[src/rtl/ones_generator.sv]
// Shifts in N ones (N = count_in saturated at 8) from the LSB end, then holds the word until start falls.
// Optional even-parity output is enabled with the ONES_GENERATOR_PARITY_EN macro.
module ones_generator (
   input  logic       clk,
   input  logic       reset,
   input  logic       start,
   input  logic [3:0] count_in,
   output logic [7:0] word_out,
   output logic       busy,
   output logic       done
`ifdef ONES_GENERATOR_PARITY_EN
   ,
   output logic       parity
`endif
);

   typedef enum logic [1:0] {
      IDLE = 2'd0,
      FILL = 2'd1,
      DONE = 2'd2
   } state_t;

   state_t     state_q;
   logic [3:0] rem_q;
   logic [3:0] rem_d;
   logic [3:0] count_sat;
   logic [7:0] shreg_q;
   logic [7:0] shreg_d;
   logic       busy_q;
   logic       done_q;

   assign count_sat = (count_in > 4'd8) ? 4'd8 : count_in;
   // rem_d is only committed when rem_q != 0, so the counter never wraps.
   assign rem_d     = rem_q - 4'd1;
   assign shreg_d   = {shreg_q[6:0], 1'b1};

   // busy_q/done_q are loaded together with every state change, so they always
   // equal (state_q == FILL) and (state_q == DONE).
   always_ff @(posedge clk or negedge reset) begin
      if (!reset) begin
         state_q <= IDLE;
         rem_q   <= 4'd0;
         shreg_q <= 8'h00;
         busy_q  <= 1'b0;
         done_q  <= 1'b0;
      end else begin
         case (state_q)
            IDLE: begin
               if (start) begin
                  state_q <= FILL;
                  busy_q  <= 1'b1;
               end else begin
                  rem_q   <= count_sat;
                  shreg_q <= 8'h00;
               end
            end
            FILL: begin
               if (rem_q != 4'd0) begin
                  shreg_q <= shreg_d;
                  rem_q   <= rem_d;
               end else begin
                  state_q <= DONE;
                  busy_q  <= 1'b0;
                  done_q  <= 1'b1;
               end
            end
            DONE: begin
               if (!start) begin
                  state_q <= IDLE;
                  done_q  <= 1'b0;
               end
            end
            default: begin
               state_q <= IDLE;
               busy_q  <= 1'b0;
               done_q  <= 1'b0;
            end
         endcase
      end
   end

   assign word_out = shreg_q;
   assign busy     = busy_q;
   assign done     = done_q;

`ifdef ONES_GENERATOR_PARITY_EN
   assign parity = ^shreg_q;
`endif

endmodule
[config.mk]
export PLATFORM = sky130hd
export DESIGN_NAME = ones_generator
export DESIGN_NICKNAME = d
export VERILOG_FILES = /design/src/rtl/ones_generator.sv
export SDC_FILE = /design/constraint.sdc
export NUM_CORES = 1
export LEC_CHECK = 0
export BUFFER_PORTS_ARGS = -buffer_cell sky130_fd_sc_hd__buf_2
export CORE_UTILIZATION = 51
export DETAILED_ROUTE_END_ITERATION = 16
export PLACE_DENSITY = 0.8
export SYNTH_ARGS = -nofsm -noshare
export SYNTH_HDL_FRONTEND = slang
export SYNTH_SLANG_ARGS = --single-unit
[constraint.sdc]
create_clock -name clk -period 2.4 [get_ports clk]
set_input_delay 0.48 -clock clk [delete_from_list [all_inputs] [get_ports clk]]
set_output_delay 0.48 -clock clk [all_outputs]
set_load 0.02 [all_outputs]
## Yosys cells after proc, flatten, opt, wreduce, memory -nomap -nowiden

Cells that the tools add are included.

- Memory bits (writable): 0
- Bits in latches: 0
- Memories kept: 0
- Word-level logic and storage cells: 40
- Output and inout port bits: 10
- Register bits after elaboration: 16
- ROM bits: 0
- Input port bits: 7

- Bitwise operators: 2
- $mul: 0
- Reductions and logical operators: 7
- $lt $le $gt $ge: 1
- Shifts and indexed selects: 0
- Equality and inequality tests: 7
- Mux-type cells: 17
- Add/subtract/negate cells: 1
- Divide/modulo/power cells: 0

Operators by type and width:

| kind | number |
|---|---|
| $mux 8 | 2 |
| $pmux 8 s2 | 1 |
| $mux 4 | 3 |
| $reduce_and 3->1 | 4 |
| $ne 2x2->1 const B | 5 |
| $pmux 4 s2 | 1 |
| $mux 2 | 3 |
| $pmux 1 s3 | 2 |
| $pmux 2 s3 | 1 |
| $gt 4x4->1 const B | 1 |
| $mux 1 | 4 |
| $reduce_bool 4->1 | 1 |
| $sub 4x1->4 const B | 1 |
| $eq 2x1->1 const B | 1 |
| $eq 2x2->1 const B | 1 |
| $logic_not 2->1 | 1 |
| $not 1->1 | 2 |
| $reduce_bool 2->1 | 1 |

## Logic depth before layout (Yosys ltp)

- Word-level depth: 4
- Gate-level depth with buffers: 6
- Mapped depth without buffers: 5

## Worst setup path after synthesis

OpenSTA, ideal clock, no wires.

- Kind: register -> register
- From: register rem_q[0]
- To: register rem_q[0]
- Slack: 0.658 ns
- Cell stages (with the launch flop): 7
- Path buffers: 1
- Arrival: 1.618 ns
- Setup time: 0.124 ns
- Required time: 2.276 ns
- Path through: dfrtp_1 -> inv_1 -> ha_1 -> and4bb_4 -> or3_4 -> buf_6 -> a211o_1

- Word-level cells in the longest chain between the ends: 3

RTL lines:

| element | RTL line | source |
|---|---|---|
| from (decl) | 24 | `logic [3:0] rem_q;` |
| from (signal assigned) | 53 | `rem_q <= count_sat;` |
| from (signal assigned) | 60 | `rem_q <= rem_d;` |
| $sub 4x1->4 / $reduce_bool 4->1 (equally long branches) | 34, 58 |  |
| $mux 4 / $ne 2x2->1 (equally long branches) | -- |  |
| $pmux 4 s2 / $reduce_and 3->1 (equally long branches) | -- |  |

Parallel ways exist; a longest one is shown, timed or not. The select of a mux whose other input is x is not followed.
A chain may end at the register's enable or synchronous reset.

## Worst setup path after layout

- From: register rem_q[0]
- To: register rem_q[2]

The elaborated chain is that of the path after synthesis.

==> impl_metrics.env <==
export IMPL_outcome="complete, no violations"
export IMPL_cp_start_kind="flip-flop"
export IMPL_final_antenna_net_count=0
export IMPL_grt_max_degree=17
export IMPL_whs_ps=92.0
export IMPL_start_util=0.569
export IMPL_max_freq_mhz=540
export IMPL_die_area_mm2=0.00167
export IMPL_cp_slowest_stage_delay_ps=440
export IMPL_grt_use_met3=0.0870
export IMPL_place_area_um2=841
export IMPL_clock_path_buffers=2
export IMPL_cts_resized=0
export IMPL_layout_common_cells="dfrtp_1 (16), buf_2 (16), a22o_1 (7)"
export IMPL_cp_max_fo=11
export IMPL_met1_usage=0.266
export IMPL_top_usage_layer="met2"
export IMPL_num_antenna_cells=0
export IMPL_antenna_found_initial=0
export IMPL_io_pins=17
export IMPL_clkSinkCount=16
export IMPL_ys_ff_latch=16
export IMPL_power_mw=1.30
export IMPL_fin_skew_ps=1.23
export IMPL_hp_class="input port to asynchronous set/reset pin"
export IMPL_syn_num_nets=74
export IMPL_postSynthCellCount=66
export IMPL_layoutNonFillerInstCount=98
export IMPL_wirelength_um=1420
export IMPL_power_switching_mw=0.517
export IMPL_seq_area_um2=400
export IMPL_grt_total_usage=0.217
export IMPL_path_cells="inv_1, ha_1, and4bb_4, or3_4, o32a_1"
export IMPL_cts_root_buf="clkbuf_4"
export IMPL_dp_cells=94
export IMPL_fin_ws_ps=549
export IMPL_netlist_area_um2=768
export IMPL_seq_area_frac_synth=0.521
export IMPL_max_slew_margin_rel=0.532
export IMPL_path_delay_family="simple AND/OR/NAND/NOR gates"
export IMPL_hold_viol=0
export IMPL_path_buf_inv=1
export IMPL_first_pass_iters=4
export IMPL_drive_above_1_share=0.301
export IMPL_vdd_drop_max_mv=0.687
export IMPL_intPower_mw=0.779
export IMPL_maxSlewViolCount=0
export IMPL_final_cell_area_um2=877
export IMPL_die_x_um=40.8
export IMPL_grt_pass1_vias=508
export IMPL_leakagePower_nw=0.409
export IMPL_syn_area_per_cell_um2=11.6
export IMPL_area_growth_syn_to_layout_pct=14.2
export IMPL_worst_slew_pin_slew_ps=697
export IMPL_pre_cts_ws_ps=562
export IMPL_portBuffers=16
export IMPL_avgRoutedWirePerCell_um=14.5
export IMPL_p_comb_frac=0.473
export IMPL_final_nets=92
export IMPL_place_hpwl_um=1050
export IMPL_fin_tns_setup_ps=0
export IMPL_rows=13
export IMPL_cts_setup_buffers=0
export IMPL_multiInputGateArea_um2=323
export IMPL_worstPathRequired_ps=2570
export IMPL_synth_distinct_cells=28
export IMPL_cts_hold_buf=0
export IMPL_place_congestion=0.812
export IMPL_cts_tree="yes"
export IMPL_cts_buffers=3
export IMPL_first_iter_violations=9
export IMPL_cp_arrival_ps=2020
export IMPL_powerDensity_mw_per_mm2=1480
export IMPL_route_detailed_drc=0
export IMPL_vias_per_cell=6.05
export IMPL_min_period_ps=1850
export IMPL_utilization=0.650
export IMPL_coreArea_mm2=0.00135
export IMPL_clkTransAtPathRegs_ps=90
export IMPL_critical_path_slowest_cell="or3_4"
export IMPL_netSwitchingFraction=0.399
export IMPL_fin_crit_sh=0.771
export IMPL_worstSetupPathType="flip-flop to flip-flop"
export IMPL_clkPwrFrac=0.135
export IMPL_seq_power_share=0.391
export IMPL_num_vias=593
export IMPL_rsz0062_at_grt="false"
export IMPL_finalSetupViolCount=0
export IMPL_cts_max_level=1
export IMPL_ys_warn_count=0
export IMPL_dieHeight_um=40.8
export IMPL_grt_pass1_wl_um=2250
export IMPL_drv_cap=0
export IMPL_gr_total_overflow=0
export IMPL_cp_end_kind="flip-flop"
export IMPL_worstSkewPairLatency_ps=280
export IMPL_n_fill_cell=112
export IMPL_met2_usage=0.336
==> layout make-up <==
class,instances,share of cell area
sequential,16,0.456
multi-input combinational,42,0.368
timing repair buffer,16,0.0913
clock buffer,4,0.0414
inverter,5,0.0214
tap,15,0.0214
==> worst paths after layout <==
check / depth (start not counted) / start / slack (ps) / end
max: 5 / rem_q[0] / 550 / rem_q[2]
min: 1 / reset / 90 / rem_q[3]
max reg2reg: 5 / rem_q[0] / 550 / rem_q[2]
min reg2reg: 2 / done / 510 / done
max in group asynchronous: 1 / reset / 2050 / busy
min in group clk: 3 / start / 470 / state_q[0]
==> logic make-up after synthesis <==
logic type               synth area share
AO/OA/AOI/OAI                       0.200
AND/OR/NAND/NOR                     0.161
flip-flops                          0.521
multiplexers                       0.0423
buffers and inverters              0.0586
adder cells (fa/ha/maj)            0.0163
==> synth_stat cells <==
master	count	area [um^2]
o2bb2ai_1	1	8.76
or3b_2	1	8.76
or3_1	1	6.26
nor3_1	2	10.0
nor3b_1	1	7.51
o21ai_0	3	15.0
mux2_2	2	22.5
inv_1	5	18.8
nand2_1	2	7.51
nor4_1	2	12.5
nor2b_1	2	12.5
nor2_1	1	3.75
o22a_1	2	17.5
a22o_1	7	61.3
nand2b_1	2	12.5
o32a_1	1	10.0
and4bb_4	1	16.3
a21oi_1	3	15.0
buf_6	2	22.5
clkbuf_1	1	3.75
dfrtp_1	16	400
a211o_1	1	8.76
ha_1	1	12.5
mux2i_1	1	10.0
or2b_1	1	7.51
nand3b_1	1	7.51
a2111oi_0	2	17.5
or3_4	1	11.3
==> worst register-to-register path, stage by stage (launching register included) <==
cell	delay, ps
dfrtp_1	390
inv_1	60
ha_1	230
and4bb_4	250
or3_4	440
o32a_1	370
==> per-layer routing <==
layer | share of wire | vias to the layer above
met3 | 0.039 | 0
met5 | 0 | -
met2 | 0.47 | 14
met4 | 0 | 0
li1 | - | 281
met1 | 0.49 | 298
==> power by group through the flow <==
| stage | Combinational, mW | Clock (mW) | Sequential [mW] |
|---|---|---|---|
| finish | 0.614 | 0.175 | 0.508 |
| global route | 0.681 | 0.193 | 0.525 |
| CTS | 0.618 | 0.176 | 0.507 |
| detailed placement | 0.614 | 0 | 0.513 |
| global placement | 0.602 | 0 | 0.502 |
| floorplan | 0.421 | 0 | 0.564 |
==> flip-flops by register name, summed over array words and instances, names as in the netlist <==
name      flops
state_q       2
word_out      8
busy          1
done          1
rem_q         4
(Power assumes the default switching activity.)
